`config.mk`:
```
export PLATFORM = sky130hd
export DESIGN_NAME = cpu_run_ctrl_flat
export DESIGN_NICKNAME = d
export VERILOG_FILES = /design/src/rtl/cpu_run_ctrl_if.sv /design/src/rtl/cpu_run_ctrl.sv /design/src/flat_wrapper.sv
export SDC_FILE = /design/constraint.sdc
export NUM_CORES = 1
export LEC_CHECK = 0
export CORE_MARGIN = 10
export CORE_UTILIZATION = 43
export DETAILED_ROUTE_END_ITERATION = 7
export GPL_ROUTABILITY_DRIVEN = 0
export PLACE_DENSITY = 0.93
export SLEW_MARGIN = 10
export SYNTH_ARGS = -nofsm -noshare
export SYNTH_HDL_FRONTEND = slang
export SYNTH_SLANG_ARGS = --single-unit
```
`constraint.sdc`:
```
create_clock -name clk -period 4.7 [get_ports clk]
set_input_delay 0.94 -clock clk [delete_from_list [all_inputs] [get_ports clk]]
set_output_delay 0.94 -clock clk [all_outputs]
set_load 0.05 [all_outputs]
```
`src/rtl/cpu_run_ctrl_if.sv`:
```
// -----------------------------------------------------------------------------
// cpu_run_ctrl_if
// Purpose : CPU data-memory / program-counter observation bus that the run
//           controller monitors.
// Signals :
//   MemWrite   CPU data-memory write enable
//   ALUResult  CPU data-memory address
//   WriteData  CPU data-memory write data
//   PC         CPU program counter
// Modports :
//   master  the CPU side (drives the bus)
//   slave   the run controller (observes the bus)
// Handshake : there is no valid/ready pair. The bus is sampled on every rising
//   clock edge; MemWrite alone qualifies ALUResult/WriteData as a store in that
//   cycle. The observer never back-pressures the CPU.
// -----------------------------------------------------------------------------
interface cpu_run_ctrl_if;
  logic        MemWrite;
  logic [31:0] ALUResult;
  logic [31:0] WriteData;
  logic [31:0] PC;

  modport master (
    output MemWrite,
    output ALUResult,
    output WriteData,
    output PC
  );

  modport slave (
    input MemWrite,
    input ALUResult,
    input WriteData,
    input PC
  );
endinterface

```
`src/rtl/cpu_run_ctrl.sv`:
```
// -----------------------------------------------------------------------------
// cpu_run_ctrl
// Purpose : Run controller for the single-cycle RISC-V CPU. Holds the CPU in
//           reset for RST_CYCLES cycles, lets it run, and ends the run on a
//           store to TOHOST_ADDR (pass/fail + exit code) or on a cycle timeout.
//           Once finished the CPU is frozen in reset and status is held until
//           rst.
// Ports   :
//   clk          clock, rising edge
//   rst          synchronous active-high reset
//   bus          cpu_run_ctrl_if.slave: MemWrite, ALUResult, WriteData, PC
//   cpu_rst      reset to CPU (registered)
//   done         run finished (sticky until rst)
//   pass         run finished with PASS_VALUE
//   timeout      run finished due to MAX_CYCLES (or hang)
//   exit_code    WriteData of the terminating tohost store (PC on hang)
//   cycle_count  RUN cycles elapsed, frozen when done, saturating
//   state_dbg    current FSM state encoding (HOLD=0 RUN=1 PASS=2 FAIL=3 TIMEOUT=4)
// Configuration :
//   CPU_RUN_CTRL_HANG_DETECT_EN  when defined, PC unchanged for HANG_CYCLES
//   consecutive RUN cycles ends the run as TIMEOUT with exit_code=PC.
//   Priority: tohost > hang > MAX_CYCLES. When undefined, PC is ignored.
// -----------------------------------------------------------------------------
module cpu_run_ctrl #(
  parameter int          RST_CYCLES  = 1,
  parameter int          MAX_CYCLES  = 40,
  parameter logic [31:0] TOHOST_ADDR = 32'h0000_00FC,
  parameter logic [31:0] PASS_VALUE  = 32'h0000_0001,
  parameter int          CNT_W       = 32,
  parameter int          HANG_CYCLES = 4
) (
  input  logic               clk,
  input  logic               rst,
  cpu_run_ctrl_if.slave      bus,
  output logic               cpu_rst,
  output logic               done,
  output logic               pass,
  output logic               timeout,
  output logic [31:0]        exit_code,
  output logic [CNT_W-1:0]   cycle_count,
  output logic [2:0]         state_dbg
);

  localparam int HOLD_W = (RST_CYCLES > 1) ? $clog2(RST_CYCLES) : 1;

  typedef enum logic [2:0] {
    S_HOLD    = 3'd0,
    S_RUN     = 3'd1,
    S_PASS    = 3'd2,
    S_FAIL    = 3'd3,
    S_TIMEOUT = 3'd4
  } state_e;

  state_e            state_q, state_d;
  logic [HOLD_W-1:0] hold_cnt_q, hold_cnt_d;
  logic [CNT_W-1:0]  cycle_count_q, cycle_count_d;
  logic [31:0]       exit_code_q, exit_code_d;
  logic              cpu_rst_q, cpu_rst_d;
  logic              done_q, done_d;
  logic              pass_q, pass_d;
  logic              timeout_q, timeout_d;

  logic              tohost_hit;
  logic              hang_hit;

`ifdef CPU_RUN_CTRL_HANG_DETECT_EN
  localparam int HANG_W = $clog2(HANG_CYCLES + 1);

  logic [31:0]       last_pc_q, last_pc_d;
  logic [HANG_W-1:0] same_cnt_q, same_cnt_d;
  logic [HANG_W-1:0] run_len;

  // run_len = number of consecutive RUN cycles (including this one) that have
  // shown the current PC. same_cnt_q==0 means no history yet, so the first RUN
  // cycle always starts a fresh run of length 1.
  always_comb begin
    run_len    = HANG_W'(1);
    last_pc_d  = last_pc_q;
    same_cnt_d = '0;
    if ((same_cnt_q != '0) && (bus.PC == last_pc_q)) begin
      run_len = same_cnt_q + HANG_W'(1);
    end
    hang_hit = (state_q == S_RUN) && (run_len == HANG_W'(HANG_CYCLES));
    if (state_q == S_RUN) begin
      last_pc_d  = bus.PC;
      same_cnt_d = run_len;
    end
  end

  always_ff @(posedge clk) begin
    if (rst) begin
      last_pc_q  <= '0;
      same_cnt_q <= '0;
    end else begin
      last_pc_q  <= last_pc_d;
      same_cnt_q <= same_cnt_d;
    end
  end
`else
  // PC is not observed in this build; the reduction is left dangling on purpose.
  logic unused_pc;
  assign unused_pc = ^bus.PC;
  assign hang_hit  = 1'b0;
`endif

  assign tohost_hit = bus.MemWrite && (bus.ALUResult == TOHOST_ADDR);

  // Next-state logic. Status outputs are derived from the next state so they
  // are registered and appear the cycle after the terminating edge.
  always_comb begin
    state_d       = state_q;
    hold_cnt_d    = hold_cnt_q;
    cycle_count_d = cycle_count_q;
    exit_code_d   = exit_code_q;

    unique case (state_q)
      S_HOLD: begin
        hold_cnt_d = hold_cnt_q + HOLD_W'(1);
        if (hold_cnt_q == HOLD_W'(RST_CYCLES - 1)) begin
          state_d    = S_RUN;
          hold_cnt_d = '0;
        end
      end
      S_RUN: begin
        // The terminating cycle is itself counted.
        if (cycle_count_q != {CNT_W{1'b1}}) begin
          cycle_count_d = cycle_count_q + CNT_W'(1);
        end
        if (tohost_hit) begin
          exit_code_d = bus.WriteData;
          state_d     = (bus.WriteData == PASS_VALUE) ? S_PASS : S_FAIL;
        end else if (hang_hit) begin
          exit_code_d = bus.PC;
          state_d     = S_TIMEOUT;
        end else if (cycle_count_q == CNT_W'(MAX_CYCLES - 1)) begin
          state_d     = S_TIMEOUT;
        end
      end
      default: begin
        // Terminal states hold everything until rst.
      end
    endcase

    cpu_rst_d = (state_d != S_RUN);
    done_d    = (state_d == S_PASS) || (state_d == S_FAIL) || (state_d == S_TIMEOUT);
    pass_d    = (state_d == S_PASS);
    timeout_d = (state_d == S_TIMEOUT);
  end

  always_ff @(posedge clk) begin
    if (rst) begin
      state_q       <= S_HOLD;
      hold_cnt_q    <= '0;
      cycle_count_q <= '0;
      exit_code_q   <= '0;
      cpu_rst_q     <= 1'b1;
      done_q        <= 1'b0;
      pass_q        <= 1'b0;
      timeout_q     <= 1'b0;
    end else begin
      state_q       <= state_d;
      hold_cnt_q    <= hold_cnt_d;
      cycle_count_q <= cycle_count_d;
      exit_code_q   <= exit_code_d;
      cpu_rst_q     <= cpu_rst_d;
      done_q        <= done_d;
      pass_q        <= pass_d;
      timeout_q     <= timeout_d;
    end
  end

  assign cpu_rst     = cpu_rst_q;
  assign done        = done_q;
  assign pass        = pass_q;
  assign timeout     = timeout_q;
  assign exit_code   = exit_code_q;
  assign cycle_count = cycle_count_q;
  assign state_dbg   = state_q;

endmodule
```
`src/flat_wrapper.sv`:
```
// flat-port wrapper written by rule: the top's interface ports become plain ports
module cpu_run_ctrl_flat 
#(
  parameter int          RST_CYCLES  = 1,
  parameter int          MAX_CYCLES  = 40,
  parameter logic [31:0] TOHOST_ADDR = 32'h0000_00FC,
  parameter logic [31:0] PASS_VALUE  = 32'h0000_0001,
  parameter int          CNT_W       = 32,
  parameter int          HANG_CYCLES = 4
)
  (clk, rst, cpu_rst, done, pass, timeout, exit_code, cycle_count, state_dbg, bus_MemWrite, bus_ALUResult, bus_WriteData, bus_PC);
  cpu_run_ctrl_if bus_i ();
  input  logic clk;
  input  logic rst;
  output logic cpu_rst;
  output logic done;
  output logic pass;
  output logic timeout;
  output logic [31:0] exit_code;
  output logic [CNT_W-1:0] cycle_count;
  output logic [2:0] state_dbg;
  input wire logic [$bits(bus_i.MemWrite)-1:0] bus_MemWrite;
  input wire logic [$bits(bus_i.ALUResult)-1:0] bus_ALUResult;
  input wire logic [$bits(bus_i.WriteData)-1:0] bus_WriteData;
  input wire logic [$bits(bus_i.PC)-1:0] bus_PC;
  assign bus_i.MemWrite = bus_MemWrite;
  assign bus_i.ALUResult = bus_ALUResult;
  assign bus_i.WriteData = bus_WriteData;
  assign bus_i.PC = bus_PC;
  cpu_run_ctrl #(.RST_CYCLES(RST_CYCLES), .MAX_CYCLES(MAX_CYCLES), .TOHOST_ADDR(TOHOST_ADDR), .PASS_VALUE(PASS_VALUE), .CNT_W(CNT_W), .HANG_CYCLES(HANG_CYCLES)) u_core (.clk(clk), .rst(rst), .bus(bus_i), .cpu_rst(cpu_rst), .done(done), .pass(pass), .timeout(timeout), .exit_code(exit_code), .cycle_count(cycle_count), .state_dbg(state_dbg));
endmodule
```
# Yosys cells after proc, flatten, opt, wreduce, memory -nomap -nowiden
# Index checks and enable logic that the tools add are counted.
totals:
  regBits: 72
  inputBits: 99
  out_inout_bits: 71
op_classes:
  add_sub_neg: 2
  n_eq_ne: 9
  muxes: 6
  reduce_logical: 6
op_table:
  columns: ["operator", "n"]
  rows:
  - ["$add 32x1->32 const B", 1]
  - ["$eq 32x1->1 const B", 1]
  - ["$eq 32x6->1 const B", 1]
  - ["$eq 32x8->1 const B", 1]
  - ["$ne 32x32->1 const B", 1]
  - ["$mux 3", 3]
  - ["$eq 3x2->1 const B", 2]
  - ["$pmux 3 s2", 1]
  - ["$reduce_and 2->1", 2]
  - ["$eq 3x1->1 const B", 1]
  - ["$eq 3x3->1 const B", 1]
  - ["$logic_not 3->1", 1]
  - ["$ne 3x1->1 const B", 1]
  - ["$logic_or 1x1->1", 2]
  - ["$mux 1", 2]
  - ["$add 1x1->1 const B", 1]
  - ["$logic_and 1x1->1", 1]

# Logic depth before layout (Yosys ltp)
depth:
  ltp_word: 7
  ltp_mapped: 8
  mapped_depth_nobuf: 6

# Worst setup path before layout
# Ideal clock, no wire load.
synth_path:
  path_kind: "input to register"
  from: "in bus_ALUResult[26]"
  to: "reg u_core.exit_code_q[24], in the netlist u_core.exit_code[24]"
  setup_time_ns: 0.128
  arrival_ns: 2.342
  setup_slack_ns: 2.230
  path_stages: 7
  n_path_buf: 2
  cell_sequence: "or3_1 > nand3b_1 > nor4_1 > buf_2 > buf_2 > mux2i_1 > nor2_1"
synth_between:
  elab_chain_len: 3
synth_rtl:
  columns: ["element", "line", "source"]
  rows:
  - ["from (decl)", "flat_wrapper.sv:23", "input wire logic [$bits(bus_i.ALUResult)-1:0] bus_ALUResult;"]
  - ["$eq 32x8->1", "cpu_run_ctrl.sv:106", "assign tohost_hit = bus.MemWrite && (bus.ALUResult == TOHOST_ADDR);"]
  - ["$logic_and 1x1->1", "cpu_run_ctrl.sv:106", null]
  - ["$reduce_and 2->1 (no source line)", null, null]
  - ["to (signal assigned)", "cpu_run_ctrl.sv:164", "exit_code_q <= exit_code_d;"]
  - ["to (decl)", "cpu_run_ctrl.sv:57", "logic [31:0] exit_code_q, exit_code_d;"]
# No other way between the ends.
# A chain may end at the register's enable or synchronous reset.

# Worst setup path after layout
layout_path:
  from: "in bus_ALUResult[3]"
  to: "reg u_core.exit_code_q[6], in the netlist u_core.exit_code[6]"
# The elaborated chain is that of the path after synthesis.

==> flow_summary.json <==
{
  "die_w_um": 107,
  "hp-start": "u_core.exit_code[28]$_SDFFE_PP0P_",
  "overflow": 0,
  "p_leak_nw": 1.61,
  "clk_pin_slew_ps": 80,
  "syn_area_per_cell_um2": 9.19,
  "worst_pin_slew_ps": 723,
  "dieHeight_um": 107,
  "antenna_found_initial": 0,
  "fin_nets": 591,
  "hold_viol_final": 0,
  "grt_max_degree": 43,
  "hold_ws_ps": 500,
  "finClkSkew_ps": 8.54,
  "slew_viol_final": 0,
  "status": "finished clean",
  "required_ps": 4920,
  "r2r_slack_ps": 2080,
  "synth_top_area_cell": "dfxtp_1",
  "diodes": 0,
  "fin_crit_sh": 0.600,
  "grt_pass1_wl_mm": 17.2,
  "drv_cap": 0,
  "rsz0062_at_grt": "false",
  "num_rows": 31,
  "ir_worst_vdd_mv": 0.196,
  "worstSetupPathType": "input pin to flip-flop",
  "max_freq_mhz": 354,
  "clock-sinks": 71,
  "h-tree-depth": 3,
  "grt_pass1_vias": 3431,
  "min_to": "u_core.exit_code[28]$_SDFFE_PP0P_",
  "regArea_um2": 1420,
  "ys.flop_type": "dfxtp_1",
  "slowest_delay_ps": 520,
  "numCtsBuffers": 9,
  "rr_worst_depth": 5,
  "ys_warn_count": 0,
  "r2r-end": "u_core.cycle_count[13]$_SDFFE_PP0P_",
  "hold_buffers": 0,
  "track_usage": 0.184,
  "vias": 3268,
  "n_fill_cell": 538,
  "synth_top_area_share": 0.433,
  "area_growth_pct": 50.7,
  "drt_iter0_drc": 121,
  "p_per_area_nw_per_um2": 264,
  "holdCritPathClass": "flip-flop to flip-flop",
  "multi_input_area_um2": 1740,
  "period_needed_ps": 2820,
  "start_kind": "input pin",
  "syn_inst": 357,
  "holdPathStages": 2,
  "cp-end-kind": "flip-flop",
  "totalWireLength_mm": 10.7,
  "start_util": 0.448,
  "slew_headroom": 0.517,
  "cts_setup_buffers": 0,
  "root_buffer": "clkbuf_8",
  "io_buffers": 137,
  "finalSetupViolations": 0,
  "r2r_start": "u_core.cycle_count[12]$_SDFFE_PP0P_",
  "place_hpwl_mm": 8.27,
  "drive_gt1_frac": 0.0786,
  "critPathArrivalTime_ps": 3040,
  "clockBufferDepth": 2,
  "die_area_um2": 11500,
  "fin_setup_tns_ps": 0,
  "synth_cell_types": 51,
  "ys_seq_elements": 71,
  "vias_per_cell": 5.49,
  "ys_seq_area_frac": 0.433,
  "slowest_stage": "buf_4",
  "synth_enable_flop_cells": 0,
  "drt_pass1_iterations": 4,
  "post_drt_wl_per_cell_um": 17.9,
  "ios": 170,
  "worst-path-max-fanout": 37,
  "synth_area_um2": 3280,
  "route.detailed.drc": 0,
  "cts_tree": "done",
  "antenna_left": 0,
  "core-area_um2": 7330,
  "netlist_top_cells_area": "dfxtp_1 (43%), mux2i_1 (10%), nor2_1 (6.5%), nor4_1 (3.0%), a21oi_1 (2.9%)",
  "cts_resized": 0,
  "final_core_util": 0.675,
  "insertion_delay_ps": 350,
  "crit_chain": "clkdlybuf4s50_1 > nor4bb_1 > nand4_1 > nor4_2 > buf_4 > mux2i_1 > nor2_1",
  "synth_async_sr_flop_share": 0,
  "synth_fp_nets": 457
}
## layout make-up
type	instances	area share
sequential	71	0.287
tap	99	0.0251
clock inverter	7	0.0243
inverter	9	0.00683
multi-input combinational	261	0.352
timing repair buffer	139	0.279
clock buffer	9	0.0251
## critical path: cells and delay by family
kind	cells	cell delay, ps
buffers and inverters	2	990
muxes	1	280
and+or+nand+nor	4	810
## cell families after synthesis
family	synth area share
and+or+nand+nor	0.281
adders and majority gates	0.00381
muxes	0.112
DFF	0.433
AOI/OAI and AO/OA	0.102
buffers and inverters	0.0385
xor gates and xnor gates	0.0294
## synthesized netlist by cell type (3+ instances only)
| cell | instances |
|---|---|
| a21oi_1 | 19 |
| xnor2_1 | 3 |
| o31ai_1 | 3 |
| o2111ai_1 | 3 |
| nor4_1 | 16 |
| nor3_1 | 4 |
| dfxtp_1 | 71 |
| inv_1 | 9 |
| nor2_1 | 57 |
| clkbuf_1 | 8 |
| xor2_1 | 8 |
| mux2i_1 | 34 |
| o21ai_0 | 14 |
| or3_1 | 15 |
| and4_1 | 4 |
| buf_4 | 4 |
| nor2b_1 | 4 |
| nand3_1 | 13 |
| or4_1 | 6 |
| nand4_1 | 10 |
| nor4b_1 | 5 |
| nand2_1 | 10 |
## how the worst max path moves through the flow
stage | startpoint | endpoint | slack (ps) | cells after the start
finish | bus_ALUResult[3] | u_core.exit_code[6]$_SDFFE_PP0P_ | 1880 | 7
global route | bus_ALUResult[3] | u_core.exit_code[20]$_SDFFE_PP0P_ | 1730 | 7
CTS | bus_ALUResult[3] | u_core.exit_code[20]$_SDFFE_PP0P_ | 1840 | 7
detailed placement | bus_ALUResult[3] | u_core.exit_code[20]$_SDFFE_PP0P_ | 1490 | 7
global placement | bus_ALUResult[3] | u_core.exit_code[10]$_SDFFE_PP0P_ | 1590 | 7
floorplan | bus_ALUResult[26] | u_core.exit_code[24]$_SDFFE_PP0P_ | 2230 | 7
## metrics by stage
step	setup WS (ps)	instances	area [um^2]	power, mW
floorplan	2230	357	3280	0.652
global placement	1590	579	4700	0.720
detailed placement	1490	579	4700	0.724
CTS	1840	595	4940	1.31
global route	1730	595	4940	1.35
finish	1880	595	4940	1.31
## where the power goes
part | switching (mW) | internal [mW]
logic | 0.0419 | 0.0610
clock network | 0.243 | 0.354
registers | 0.00297 | 0.604
## sequential cells by signal, indices dropped and copies added, names as in the netlist
signal / count
u_core.pass: 1
u_core.cycle_count: 32
u_core.timeout: 1
u_core.state_dbg: 3
u_core.cpu_rst: 1
u_core.done: 1
u_core.exit_code: 32
## placed cells by master (no fill, tap or decap), types with 5 or more instances in the layout
cell and n:
xor2_1 8, clkbuf_8 9, inv_1 9, nor4_1 15
nand4_1 10, dfxtp_1 71, a21oi_1 19, mux2i_1 34
or4_1 6, nor4b_1 5, nand3_1 13, nand2_1 10
o21ai_0 14, or3_1 15, clkdlybuf4s50_1 136, nor2_1 57
## layer usage
metal  up-vias  global-route usage  part of all wire
met2       135               0.308              0.49
li1       1579                   -                 -
met3        14               0.111              0.13
met4         0              0.0534             0.012
met5         -                   0                 0
met1      1540               0.190              0.36
No activity file was read; power rests on OpenSTA's default activity.
==> RTL edit: new RTL, same flow settings <==
The option `CPU_RUN_CTRL_HANG_DETECT_EN` is turned on by a define.
--- a/src/rtl/cpu_run_ctrl.sv
+++ b/src/rtl/cpu_run_ctrl.sv
@@ -22,4 +22,6 @@
 //   Priority: tohost > hang > MAX_CYCLES. When undefined, PC is ignored.
 // -----------------------------------------------------------------------------
+`define CPU_RUN_CTRL_HANG_DETECT_EN
+
 module cpu_run_ctrl #(
   parameter int          RST_CYCLES  = 1,
Check against the original RTL: not equivalent (a bounded check fails within 10 cycles, from zero or initial values and one cycle with rst high).
==> RTL edit against the unedited design <==
Sequential share of layout area decreased by 1.9 points; hold slack lost 0.033 ns; routed wire length up 68%; sequential cell count increased by 35; setup slack lost 0.22 ns; global-route usage is 0.13 points higher; power rose by 44%; synthesized area increased by 79%; fmax decreased by 7.1%; critical path depth up 1; design area increased by 60%; critical endpoint is now u_core.exit_code[14].
==> RTL edit: results (changes against the unedited design) <==
Outcome
The run finished with clean final reports.

Min path
The worst hold path belongs to the class flip-flop to flip-flop.

Cells and area
The number of standard cells in the layout, taps in and fillers out is 999 (+68%). The number of fill cells in the layout is 1115 (+110%). The antenna diode count is 0 (unchanged). The total number of nets in the final design is 921 (+56%).

The share of post-route cells with drive strength above 1 is 8.14% (+0.28 points).

Power and ir drop
The worst IR drop on VDD was 0.149 mV (-24%). The static leakage power is 0.00288 uW (+79%).

Place
The estimated wirelength of the detail-placed design was 13.5 mm (+63%). The area after detailed placement is 7630 sq um (+62%). The number of cells after detailed placement is 984 (+70%). The number of input and output port buffers inserted is 169 (+23%). The worst slack at placement was 1.28 ns (-0.209 ns).

Synth
The sequential area share after synthesis is 36.1% (-7.2 points). After synthesis, the most frequently instantiated cells are dfxtp_1 (106), nand2_1 (82), nor2_1 (81), nor2b_1 (45), a21oi_1 (36). The unique cell type count in the Yosys netlist is 51 (unchanged).

The mean post-synth cell area is 8.78 sq um (-4.5%). In the post-synthesis netlist, the biggest area contributors are dfxtp_1 (36%), mux2_4 (7.7%), mux2i_1 (5.6%). The proportion of synthesized flip-flops having asynchronous set or reset is 0% (unchanged). The post-synthesis net count is 771 (+69%).

Clock network
The tree is rooted in a clkbuf_16. For the worst-skew pair, the clock arrives at the later sink with an insertion delay of approximately 0.36 ns. The number of buffers inserted during clock tree synthesis is 9 (unchanged). The count of cells resized by post-cts repair was 0 (unchanged). Clock-pin slew was measured on the worst setup and hold paths at about 0.070 ns.

The clock tree buffer depth is 2 (unchanged). The count of buffers added by post-CTS timing repair for setup was 0 (unchanged). The number of H-tree branching levels was 3 (unchanged).

Setup path
The cell with the biggest individual delay on the critical path is clkdlybuf4s50_1. The maximum fanout encountered on the critical timing path is 32 (-14%). The worst reg-to-reg setup slack came to 2.15 ns (+0.07 ns). The category of the critical setup timing path is input pin to flip-flop.

The delay of the slowest critical-path stage is 0.47 ns (-0.05 ns). The data arrival at the endpoint of the critical path came to 3.28 ns (+0.24 ns). Among cell families on the critical path, the largest total delay comes from simple AND/OR/NAND/NOR gates.

STA
The setup slack of the critical path after layout is 1.66 ns (-0.215 ns). The final total negative setup slack is 0 ns (unchanged). The slew at the pin closest to its max-slew limit is 1.00 ns (+0.278 ns). The clock skew is 0.0163 ns (+0.00775 ns). The worst slack on hold paths is 0.467 ns (-0.0328 ns).

Detailed routing
The violation count after the first detailed-routing iteration is 409 (+240%). The per-cell via count in the routed design is 5.55 (+1.1%). The iteration count of the initial detailed-routing pass is 5 (+1). The total length of routed wires came to 17.9 mm (+68%).

Floorplanning
The number of core rows is 42 (+35%).

Global route
The global-route track usage on met2 is 31.1% (+0.27 points). The total track usage is 18.6% (+0.13 points). The met3 layer usage reported by global route is 7.00% (-4.1 points).

The number of antenna violations at the first check in global routing is 0 (unchanged). The global-route wire length before repair is 27.9 mm (+63%). The via count of the first global-routing pass is 5431 (+58%). The met1 global-route usage came to 21.4% (+2.4 points). The pin count of the biggest net entering global routing is 103 (+140%).
## RTL edit: cell count changes after synthesis, moves of 14 or more
cell and change:
dfxtp_1 +35, xor2_1 +26, nor3_1 +14, nor2b_1 +41, a21oi_1 +17, nand4_1 +15
mux2_4 +29, xnor2_1 +21, nor4_1 +15, nand2_1 +72, nor2_1 +24
## RTL edit: area by class of cell
type / instances / area, sq um / share of cell area [%]
Clock buffer: 10 / 229 / 2.90
Clock inverter: 5 / 40.0 / 0.507
Inverter: 6 / 22.5 / 0.285
Multi-Input combinational cell: 522 / 3540 / 44.8
Sequential cell: 106 / 2120 / 26.8
Tap cell: 176 / 220 / 2.79
Timing Repair Buffer: 174 / 1730 / 21.8
## RTL edit: worst paths after layout
check	startpoint	end	cells after the start
max	bus_PC[17]	u_core.exit_code[14]	8
min	u_core.last_pc_q[17]	u_core.last_pc_q[17]	2
max reg2reg	u_core.state_dbg[0]	u_core.exit_code[14]	7
min reg2reg	u_core.last_pc_q[17]	u_core.last_pc_q[17]	2
## RTL edit: per-layer routing
layer | vias to the layer above | part of all wire (%)
li1 | 2649 | -
met1 | 2634 | 40
met2 | 231 | 48
met3 | 31 | 9.9
met4 | 0 | 2.2
met5 | - | 0
## RTL edit: logic make-up after synthesis
group / count (synthesis) / share of synthesized area (%)
AO/OA/AOI/OAI: 53 / 5.52
XOR/XNOR: 58 / 8.65
adder cells (fa/ha/maj): 3 / 0.639
buffers and inverters: 41 / 3.58
flip-flops: 106 / 36.1
multiplexers: 65 / 13.7
AND/OR/NAND/NOR: 343 / 31.8
## RTL edit: report_power, final
| part | internal (uW) | switching (uW) |
|---|---|---|
| sequential | 916 | 14.2 |
| clock | 360 | 346 |
| combinational | 123 | 126 |
| total | 1400 | 486 |
